### config.mk
export PLATFORM = sky130hd
export DESIGN_NAME = inst_decode_queue
export DESIGN_NICKNAME = d
export VERILOG_FILES = /design/src/rtl/inst_decode_queue.sv
export SDC_FILE = /design/constraint.sdc
export NUM_CORES = 1
export LEC_CHECK = 0
export ABC_AREA = 1
export CAP_MARGIN = 20
export CORE_AREA = 2 2 165 167
export CTS_BUF_LIST = sky130_fd_sc_hd__clkbuf_16
export DETAILED_ROUTE_END_ITERATION = 10
export DIE_AREA = 0 0 167 169
export PLACE_DENSITY = 0.77
export REMOVE_ABC_BUFFERS = 1
export SLEW_MARGIN = 20
export SYNTH_ARGS = -nofsm -noshare
export SYNTH_HDL_FRONTEND = slang
export SYNTH_SLANG_ARGS = --single-unit
### constraint.sdc
create_clock -name clk -period 11.8 [get_ports clk]
set_input_delay 2.36 -clock clk [delete_from_list [all_inputs] [get_ports clk]]
set_output_delay 2.36 -clock clk [all_outputs]
set_load 0.02 [all_outputs]
### src/rtl/inst_decode_queue.sv
// -----------------------------------------------------------------------------
// inst_decode_queue
//
// Buffered RV32I decode stage between instruction fetch and issue. Raw
// instruction words and their PCs are queued in a DEPTH-entry FIFO. The FIFO
// head is decoded combinationally and captured into a registered output stage
// with valid/ready flow control. A synchronous flush drops all queued work
// and the output stage.
//
// Parameters
//   DEPTH  FIFO entries (power of two, >= 2)
//   PC_W   PC width
//
// Ports
//   clk, rst_n       rising-edge clock, asynchronous active-low reset
//   flush            synchronous discard of FIFO and output stage
//   in_valid/ready   fetch handshake; in_inst, in_pc carried with it
//   out_valid/ready  issue handshake for the decoded entry
//   out_pc           PC of the decoded entry
//   out_class        one-hot class: [0]LUI [1]AUIPC [2]JAL [3]JALR [4]BRANCH
//                    [5]LOAD [6]STORE [7]OPIMM [8]OP [9]MISC_MEM [10]SYSTEM
//   out_funct3, out_rd, out_rs1, out_rs2  raw instruction fields
//   out_imm          sign-extended immediate (0 for R-type and illegal)
//   out_illegal      entry is not a legal instruction
//   count            FIFO occupancy, output stage excluded
//
// Build option
//   DECODE_SYSTEM_EN  when defined, opcode 0x73 decodes as SYSTEM with the
//                     zero-extended CSR address in out_imm; otherwise 0x73 is
//                     reported illegal.
// -----------------------------------------------------------------------------
module inst_decode_queue #(
   parameter int DEPTH = 4,
   parameter int PC_W  = 32
) (
   input  logic                   clk,
   input  logic                   rst_n,
   input  logic                   flush,
   input  logic                   in_valid,
   output logic                   in_ready,
   input  logic [31:0]            in_inst,
   input  logic [PC_W-1:0]        in_pc,
   output logic                   out_valid,
   input  logic                   out_ready,
   output logic [PC_W-1:0]        out_pc,
   output logic [10:0]            out_class,
   output logic [2:0]             out_funct3,
   output logic [4:0]             out_rd,
   output logic [4:0]             out_rs1,
   output logic [4:0]             out_rs2,
   output logic [31:0]            out_imm,
   output logic                   out_illegal,
   output logic [$clog2(DEPTH):0] count
);

   localparam int PTR_W   = $clog2(DEPTH);
   localparam int CNT_W   = PTR_W + 1;
   localparam int ENTRY_W = 32 + PC_W;

   // Full 7-bit opcodes (low two bits are always 2'b11 for 32-bit encodings)
   localparam logic [6:0] OPC_LUI      = 7'b0110111;
   localparam logic [6:0] OPC_AUIPC    = 7'b0010111;
   localparam logic [6:0] OPC_JAL      = 7'b1101111;
   localparam logic [6:0] OPC_JALR     = 7'b1100111;
   localparam logic [6:0] OPC_BRANCH   = 7'b1100011;
   localparam logic [6:0] OPC_LOAD     = 7'b0000011;
   localparam logic [6:0] OPC_STORE    = 7'b0100011;
   localparam logic [6:0] OPC_OPIMM    = 7'b0010011;
   localparam logic [6:0] OPC_OP       = 7'b0110011;
   localparam logic [6:0] OPC_MISC_MEM = 7'b0001111;
   localparam logic [6:0] OPC_SYSTEM   = 7'b1110011;

   // Bit positions within the one-hot class vector
   localparam int CLS_LUI      = 0;
   localparam int CLS_AUIPC    = 1;
   localparam int CLS_JAL      = 2;
   localparam int CLS_JALR     = 3;
   localparam int CLS_BRANCH   = 4;
   localparam int CLS_LOAD     = 5;
   localparam int CLS_STORE    = 6;
   localparam int CLS_OPIMM    = 7;
   localparam int CLS_OP       = 8;
   localparam int CLS_MISC_MEM = 9;
`ifdef DECODE_SYSTEM_EN
   localparam int CLS_SYSTEM   = 10;
`endif

   // Registered output stage, kept together so reset/hold/load stay uniform
   typedef struct packed {
      logic            valid;
      logic [PC_W-1:0] pc;
      logic [10:0]     cls;
      logic [2:0]      funct3;
      logic [4:0]      rd;
      logic [4:0]      rs1;
      logic [4:0]      rs2;
      logic [31:0]     imm;
      logic            illegal;
   } stage_t;

   // ---------------------------------------------------------------------------
   // FIFO storage and pointers
   // ---------------------------------------------------------------------------
   logic [ENTRY_W-1:0] mem_q [DEPTH];
   logic [PTR_W-1:0]   wr_ptr_q, wr_ptr_d;
   logic [PTR_W-1:0]   rd_ptr_q, rd_ptr_d;
   logic [CNT_W-1:0]   count_q, count_d;
   stage_t             stage_q, stage_d;

   logic push;
   logic pop;

   // Flush blocks acceptance so the word offered alongside it is never queued.
   assign in_ready = (count_q != CNT_W'(DEPTH)) && !flush;
   assign push     = in_valid && in_ready;
   // The head moves into the output stage whenever that stage is free or is
   // being consumed this cycle.
   assign pop      = (count_q != '0) && (!stage_q.valid || out_ready) && !flush;

   always_comb begin
      // NOTE: every combinational output gets a default first so no path
      // leaves it unassigned and no latch is inferred.
      wr_ptr_d = wr_ptr_q;
      rd_ptr_d = rd_ptr_q;
      count_d  = count_q;
      if (flush) begin
         wr_ptr_d = '0;
         rd_ptr_d = '0;
         count_d  = '0;
      end else begin
         if (push) wr_ptr_d = wr_ptr_q + PTR_W'(1);
         if (pop)  rd_ptr_d = rd_ptr_q + PTR_W'(1);
         case ({push, pop})
            2'b10:   count_d = count_q + CNT_W'(1);
            2'b01:   count_d = count_q - CNT_W'(1);
            default: count_d = count_q;
         endcase
      end
   end

   // NOTE: the storage array is deliberately left out of reset; a slot is
   // only read after it has been written, and no reset keeps it RAM-mappable.
   always_ff @(posedge clk) begin
      if (push) mem_q[wr_ptr_q] <= {in_inst, in_pc};
   end

   // ---------------------------------------------------------------------------
   // Decode of the FIFO head
   // ---------------------------------------------------------------------------
   logic [ENTRY_W-1:0] head;
   logic [31:0]        head_inst;
   logic [PC_W-1:0]    head_pc;
   logic [2:0]         head_f3;
   logic [6:0]         head_f7;
   logic [31:0]        imm_i, imm_s, imm_b, imm_u, imm_j;
   logic [10:0]        dec_class;
   logic [31:0]        dec_imm;
   logic               dec_illegal;

   assign head      = mem_q[rd_ptr_q];
   assign head_inst = head[ENTRY_W-1:PC_W];
   assign head_pc   = head[PC_W-1:0];
   assign head_f3   = head_inst[14:12];
   assign head_f7   = head_inst[31:25];

   assign imm_i = {{20{head_inst[31]}}, head_inst[31:20]};
   assign imm_s = {{20{head_inst[31]}}, head_inst[31:25], head_inst[11:7]};
   assign imm_b = {{19{head_inst[31]}}, head_inst[31], head_inst[7],
                   head_inst[30:25], head_inst[11:8], 1'b0};
   assign imm_u = {head_inst[31:12], 12'b0};
   assign imm_j = {{11{head_inst[31]}}, head_inst[31], head_inst[19:12],
                   head_inst[20], head_inst[30:21], 1'b0};

   always_comb begin
      dec_class   = '0;
      dec_imm     = '0;
      dec_illegal = 1'b0;
      if (head_inst[1:0] != 2'b11) begin
         dec_illegal = 1'b1;
      end else begin
         case (head_inst[6:0])
            OPC_LUI: begin
               dec_class[CLS_LUI] = 1'b1;
               dec_imm            = imm_u;
            end
            OPC_AUIPC: begin
               dec_class[CLS_AUIPC] = 1'b1;
               dec_imm              = imm_u;
            end
            OPC_JAL: begin
               dec_class[CLS_JAL] = 1'b1;
               dec_imm            = imm_j;
            end
            OPC_JALR: begin
               dec_class[CLS_JALR] = 1'b1;
               dec_imm             = imm_i;
               dec_illegal         = (head_f3 != 3'b000);
            end
            OPC_BRANCH: begin
               dec_class[CLS_BRANCH] = 1'b1;
               dec_imm               = imm_b;
               dec_illegal           = (head_f3[2:1] == 2'b01);
            end
            OPC_LOAD: begin
               dec_class[CLS_LOAD] = 1'b1;
               dec_imm             = imm_i;
               dec_illegal         = (head_f3 == 3'b011) || (head_f3[2:1] == 2'b11);
            end
            OPC_STORE: begin
               dec_class[CLS_STORE] = 1'b1;
               dec_imm              = imm_s;
               dec_illegal          = (head_f3 >= 3'b011);
            end
            OPC_OPIMM: begin
               dec_class[CLS_OPIMM] = 1'b1;
               dec_imm              = imm_i;
               // Shift-immediates reuse imm[11:5] as funct7.
               dec_illegal = ((head_f3 == 3'b001) && (head_f7 != 7'h00)) ||
                             ((head_f3 == 3'b101) && (head_f7 != 7'h00) &&
                              (head_f7 != 7'h20));
            end
            OPC_OP: begin
               dec_class[CLS_OP] = 1'b1;
               // funct7 0x20 only exists for SUB and SRA.
               dec_illegal = !((head_f7 == 7'h00) ||
                               ((head_f7 == 7'h20) &&
                                ((head_f3 == 3'b000) || (head_f3 == 3'b101))));
            end
            OPC_MISC_MEM: begin
               dec_class[CLS_MISC_MEM] = 1'b1;
               dec_imm                 = imm_i;
               dec_illegal             = (head_f3 > 3'b001);
            end
`ifdef DECODE_SYSTEM_EN
            OPC_SYSTEM: begin
               dec_class[CLS_SYSTEM] = 1'b1;
               dec_imm               = {20'b0, head_inst[31:20]};
               dec_illegal           = (head_f3 == 3'b100);
            end
`else
            OPC_SYSTEM: begin
               dec_illegal = 1'b1;
            end
`endif
            default: begin
               dec_illegal = 1'b1;
            end
         endcase
      end
      // Illegal entries carry no class and no immediate.
      if (dec_illegal) begin
         dec_class = '0;
         dec_imm   = '0;
      end
   end

   // ---------------------------------------------------------------------------
   // Output stage
   // ---------------------------------------------------------------------------
   always_comb begin
      stage_d = stage_q;
      if (flush) begin
         stage_d.valid = 1'b0;
      end else if (pop) begin
         stage_d.valid   = 1'b1;
         stage_d.pc      = head_pc;
         stage_d.cls     = dec_class;
         stage_d.funct3  = head_f3;
         stage_d.rd      = head_inst[11:7];
         stage_d.rs1     = head_inst[19:15];
         stage_d.rs2     = head_inst[24:20];
         stage_d.imm     = dec_imm;
         stage_d.illegal = dec_illegal;
      end else if (out_ready) begin
         stage_d.valid = 1'b0;
      end
   end

   // NOTE: state registers use non-blocking assignments so every flop samples
   // pre-edge values regardless of process evaluation order.
   always_ff @(posedge clk or negedge rst_n) begin
      if (!rst_n) begin
         wr_ptr_q <= '0;
         rd_ptr_q <= '0;
         count_q  <= '0;
         stage_q  <= '0;
      end else begin
         wr_ptr_q <= wr_ptr_d;
         rd_ptr_q <= rd_ptr_d;
         count_q  <= count_d;
         stage_q  <= stage_d;
      end
   end

   assign out_valid   = stage_q.valid;
   assign out_pc      = stage_q.pc;
   assign out_class   = stage_q.cls;
   assign out_funct3  = stage_q.funct3;
   assign out_rd      = stage_q.rd;
   assign out_rs1     = stage_q.rs1;
   assign out_rs2     = stage_q.rs2;
   assign out_imm     = stage_q.imm;
   assign out_illegal = stage_q.illegal;
   assign count       = count_q;

endmodule

==> flow_summary_export.csv, run 1 <==
group,metric,value,unit
run_status,outcome,"finished clean",
die,rows,60,
drt,route.detailed.drc,0,
synthesis,synth_seq_area_share,69.72,%
drt,via_per_inst,5.420,
critical_path,endpoint_kind,"output pin",
synthesis,syn_inst,1313,
drt,dr.pass1.iters,5,
clock_network,clockBufferDepth,3,
critical_path,crit_required,9.44,ns
drt,wl,31630,µm
global_routing,antenna_found_initial,2,
critical_path,crit_path_frequent_cell,"clkdlybuf4s50_1",
place,hpwl,18400,µm
synthesis,synth_edf_count,256,
timing,maxSlewViolCount,0,
place,dp_slack,5.617,ns
die,die_h,169,µm
finish,nFillCells,1931,
clock_network,cts_root_buf,"clkbuf_16",
global_routing,grt_pass1_vias,9689,
global_routing,grt_overflow,0,
place,place_congestion,0.8199,
critical_path,critPathMaxFanout,5,
critical_path,path_cells,"clkdlybuf4s50_1 > a31oi_1 > clkdlybuf4s50_1",
hold_path,hold_path_class,"reg2reg",
timing,period_share,52.41,%
power_and_ir_drop,power,4.033,mW
synthesis,synth_cell_types,37,
finish,final_util,66.86,%
synthesis,ys_async_sr_fraction,28.29,%
drt,drtIter0Drc,726,
timing,rsz0062_at_grt,"no",
timing,tightest_slew,1.002,ns
synthesis,ys_warn_count,0,
die,die-width,167,µm
global_routing,grt_pass1_wl,50140,µm
timing,clock.fmax,161.7,MHz
power_and_ir_drop,powerDensity,227.6,nW/µm²
critical_path,arrival,3.82,ns
clock_network,worstSkewPairLatency,0.52,ns
finish,drive_above_1_share,7.599,%
clock_network,tritoncts,"done",
timing,holdWs,0.4686,ns
global_routing,grt_usage,22.56,%
clock_network,htreeDepth,2,
synthesis,synth.avg_cell_area,11.16,µm²
finish,final_area,17720,µm²
place,placed_cells,1760,
synthesis,syn-cell-area,14650,µm²
finish,stdcell_count,1830,
global_routing,grt_max_degree,128,
power_and_ir_drop,p_leak,7.260,nW
timing,fin_crit,6.185,ns
place,dpl_cell_area,16470,µm²
timing,fin_tns_setup,0,ns
timing,final-setup-viol-count,0,
timing,timing.slew.headroom,33.07,%
critical_path,path_class,"in2out",
timing,fin_ws,5.615,ns
drt,wire_per_inst,17.28,µm
finish,nets,1532,
die,fp.coreArea,26500,µm²
synthesis,synthFlopType,"edfxtp_1",
clock_network,postCtsSetupRepairBufs,0,
die,ios,168,
drt,dr_total_vias,9919,
clock_network,clk_pin_slew_worst_paths,0.05,ns
die,die_area,28220,µm²
critical_path,critPathLaunchType,"input port",
job,maxCapViolCount,0,
synthesis,synth_seq_cells,357,
power_and_ir_drop,ir_drop,214.1,µV
critical_path,cpPeakStageDelay,0.66,ns
clock_network,cts_made_buffers,37,
finish,area_growth,20.92,%
clock_network,cts_sinks,357,
die,initial_core_util,55.29,%
timing,fin_skew,0.01751,ns
timing,hold_viol_final,0,
clock_network,cts_hold_buf,0,
place,io_buffers,166,
critical_path,slowest_stage,"clkdlybuf4s50_1",
drt,ant_nets,0,
clock_network,cts.repair.resized,0,
cell usage after synthesis, drive strengths merged (12+ instances only):
| cell | n | area [µm²] |
|---|---|---|
| nand2 | 401 | 1538 |
| edfxtp | 256 | 7687 |
| nor2 | 108 | 447.9 |
| o21ai | 106 | 534.3 |
| dfrtp | 101 | 2527 |
| nand3 | 93 | 525.5 |
| inv | 71 | 274.0 |
| clkbuf | 40 | 150.1 |
| o22ai | 38 | 237.7 |
| buf | 31 | 242.7 |
| a21oi | 26 | 141.4 |
| nand4 | 12 | 75.07 |
per-layer routing:
metal | part of all wire (%) | track usage (%) | vias up
li1 | - | - | 4784
met1 | 41 | 28.05 | 4737
met2 | 49 | 39.17 | 318
met3 | 6.4 | 4.419 | 78
met4 | 3.3 | 8.958 | 2
met5 | 0.041 | 0 | -
registers in the layout, indices dropped and copies added, names as in the netlist:
signal,count
mem_q,256
out_imm,32
out_pc,32
out_class,10
out_rd,5
out_rs1,5
out_rs2,5
count,3
out_funct3,3
rd_ptr_q,2
wr_ptr_q,2
out_illegal,1
out_valid,1
final cells by class:
class / instances / area (µm²) / share of cell area, %
Clock buffer: 39 / 975.9 / 5.508
Clock inverter: 29 / 264.0 / 1.490
Antenna cell: 2 / 5.005 / 0.02825
Timing Repair Buffer: 177 / 1742 / 9.831
Sequential cell: 357 / 10220 / 57.68
Multi-Input combinational cell: 814 / 3807 / 21.49
Tap cell: 341 / 426.7 / 2.408
Inverter: 71 / 276.5 / 1.561
cell usage in the layout, fill, tap and decap left out, drive strengths merged, types with 26 or more instances in the layout:
cell type and instances:
clkdlybuf4s50 165, nand2 401, clkbuf 39, nand3 93, o21ai 106, o22ai 38
dfrtp 101, edfxtp 256, a21oi 26, nor2 108, inv 81
worst max-delay path: cells and delay by family:
kind            cells  cell delay, ns
compound gates      1            0.29
buf+inv             2            1.18
cells by family after synthesis:
logic type | Yosys count | share of synthesized area [%]
compound gates | 189 | 7.319
xor+xnor | 3 | 0.1794
fa+ha+maj | 5 | 0.4782
buf+inv | 142 | 4.552
flops | 357 | 69.72
other cells | 1 | 0.02559
simple gates | 616 | 17.73
where the power goes:
group / leakage [nW] / internal, mW / switching (mW)
logic: 2.99 / 0.426 / 0.831
clock network: 0.636 / 0.708 / 0.463
registers: 3.64 / 1.51 / 0.0995
total: 7.26 / 2.64 / 1.39
path summary, 6_finish.rpt:
path / slack [ns] / end / from / cells past startpoint
max: 5.62 / in_ready / flush / 3
min: 0.47 / out_pc[8] / out_pc[8] / 2
max reg2reg: 7.70 / out_imm[23] / rd_ptr_q[1] / 13
min reg2reg: 0.47 / out_pc[8] / out_pc[8] / 2
max in group asynchronous: 8.59 / rd_ptr_q[0] / rst_n / 2
min in group asynchronous: 1.81 / out_class[9] / rst_n / 1
(Power assumes the default switching activity.)
==> run 2, diff against run 1 <==
--- a/config.mk
+++ b/config.mk
@@ -7,11 +7,11 @@
 export LEC_CHECK = 0
 export ABC_AREA = 1
 export CAP_MARGIN = 20
-export CORE_AREA = 2 2 165 167
+export CORE_AREA = 2 2 173 175
 export CTS_BUF_LIST = sky130_fd_sc_hd__clkbuf_16
 export DETAILED_ROUTE_END_ITERATION = 10
-export DIE_AREA = 0 0 167 169
-export PLACE_DENSITY = 0.77
+export DIE_AREA = 0 0 175 177
+export PLACE_DENSITY = 0.74
 export REMOVE_ABC_BUFFERS = 1
 export SLEW_MARGIN = 20
 export SYNTH_ARGS = -nofsm -noshare
==> constraint.sdc (replaced) <==
create_clock -name clk -period 5.5 [get_ports clk]
set_input_delay 1.1 -clock clk [delete_from_list [all_inputs] [get_ports clk]]
set_output_delay 1.1 -clock clk [all_outputs]
set_load 0.02 [all_outputs]
==> run 2 against run 1 <==
Net effect: clock power increased by 100%; cell count increased by 2.7%; clock skew increased by 0.0072 ns; first-iteration DRC count increased by 5.2%; critical path type is now reg2reg.
==> flow_summary_export.csv, run 2 (same netlist as run 1, synthesis figures left out) <==
group,metric,value,unit
run_status,outcome,"finished clean",
finish,drive_above_1_share,7.133,%
clock_network,worstSkewPairLatency,0.53,ns
clock_network,tritoncts,"done",
clock_network,clockBufferDepth,3,
drt,dr.pass1.iters,4,
clock_network,postCtsSetupRepairBufs,0,
clock_network,cts_root_buf,"clkbuf_16",
clock_network,clk_pin_slew_worst_paths,0.06,ns
place,io_buffers,166,
drt,route.detailed.drc,0,
timing,timing.slew.headroom,30.76,%
die,fp.coreArea,29240,µm²
critical_path,crit_required,5.94,ns
timing,period_share,70.37,%
global_routing,grt_pass1_vias,10070,
timing,fin_tns_setup,0,ns
timing,final-setup-viol-count,0,
global_routing,grt_usage,21.60,%
finish,area_growth,20.97,%
global_routing,grt_pass1_wl,52740,µm
die,initial_core_util,50.10,%
critical_path,slowest_stage,"dfrtp_4",
critical_path,path_class,"reg2reg",
clock_network,cts_sinks,357,
global_routing,antenna_found_initial,2,
critical_path,path_cells,"inv_8 > nand2_1 > nand3_1 > nand2_1 > nand2_1 > nor2_4 > nand2_1 > nand3_2 > nor2_1 > nor2_4 > nand3_1 > nand2_1",
power_and_ir_drop,power,8.568,mW
place,placed_cells,1808,
timing,holdWs,0.4727,ns
drt,via_per_inst,5.312,
finish,nets,1531,
critical_path,crit_path_frequent_cell,"nand2_1",
die,ios,168,
place,place_congestion,0.8308,
die,die_h,177,µm
timing,tightest_slew,1.039,ns
finish,final_util,60.61,%
drt,dr_total_vias,9981,
critical_path,arrival,4.31,ns
timing,maxSlewViolCount,0,
clock_network,cts_hold_buf,0,
timing,fin_crit,3.870,ns
timing,hold_viol_final,0,
critical_path,critPathLaunchType,"register",
drt,wl,33080,µm
timing,rsz0062_at_grt,"no",
timing,fin_skew,0.02476,ns
drt,wire_per_inst,17.60,µm
critical_path,endpoint_kind,"register",
finish,mostFrequentLayoutCells,"nand2_1 (388), edfxtp_1 (256), clkdlybuf4s50_1 (165), o21ai_0 (102), dfrtp_1 (99)",
die,die-width,175,µm
clock_network,cts_made_buffers,37,
drt,ant_nets,0,
finish,final_common_cell,"nand2_1",
critical_path,critPathMaxFanout,127,
die,rows,63,
critical_path,cpPeakStageDelay,1.04,ns
finish,regMostFlops,"mem_q",
timing,clock.fmax,258.4,MHz
place,hpwl,19690,µm
die,die_area,30980,µm²
drt,drtIter0Drc,764,
hold_path,hold_path_class,"reg2reg",
power_and_ir_drop,ir_drop,253.5,µV
clock_network,cts.repair.resized,0,
finish,largest_reg_flops,256,
power_and_ir_drop,p_leak,7.242,nW
finish,stdcell_count,1879,
global_routing,grt_max_degree,128,
global_routing,grt_overflow,0,
power_and_ir_drop,powerDensity,483.4,nW/µm²
job,maxCapViolCount,0,
clock_network,htreeDepth,2,
## run 2: per-layer routing
layer  part of all wire, %  vias to the layer above  global-route usage [%]
met2                    49                      319                   37.06
met1                    42                     4839                   28.07
met4                   2.3                        0                   6.389
met3                   6.5                       49                   4.253
met5                     0                        -                       0
li1                      -                     4774                       -
## run 2: layout make-up
cell class | instances | area, µm²
fillers | 2289 | 11520
flip-flops and latches | 357 | 10220
multi-input cells | 814 | 3807
repair buffers | 176 | 1747
clock buffers | 37 | 925.9
well taps | 390 | 488.0
inverters | 71 | 276.5
clock inverters | 31 | 252.7
diodes | 3 | 7.507
## run 2: per-stage QoR
stage / area, µm² / setup slack (ns)
after floorplan: 14260 / 0.4705
after global placement: 16540 / 1.807
after detailed placement: 16540 / 1.736
after CTS: 17720 / 1.670
after global routing: 17720 / 1.281
final: 17720 / 1.630
## run 2: power breakdown
part	switching (mW)	internal (mW)
combinational	1.80	0.916
clock	1.00	1.38
sequential	0.238	3.23
## run 2: worst paths after layout
kind	start	endpoint	cells after the start	slack, ns
max	rd_ptr_q[0]	out_imm[19]	12	1.63
min	out_pc[7]	out_pc[7]	2	0.47
max reg2reg	rd_ptr_q[0]	out_imm[19]	12	1.63
min reg2reg	out_pc[7]	out_pc[7]	2	0.47
max in group asynchronous	rst_n	rd_ptr_q[1]	2	3.72
min in group asynchronous	rst_n	out_funct3[2]	1	0.71
## run 2: worst max-delay path: cells and delay by family, from the launching register on
family / cells / cell delay [ns]
and+or+nand+nor: 11 / 2.21
DFF: 1 / 1.04
buffers and inverters: 1 / 0.45
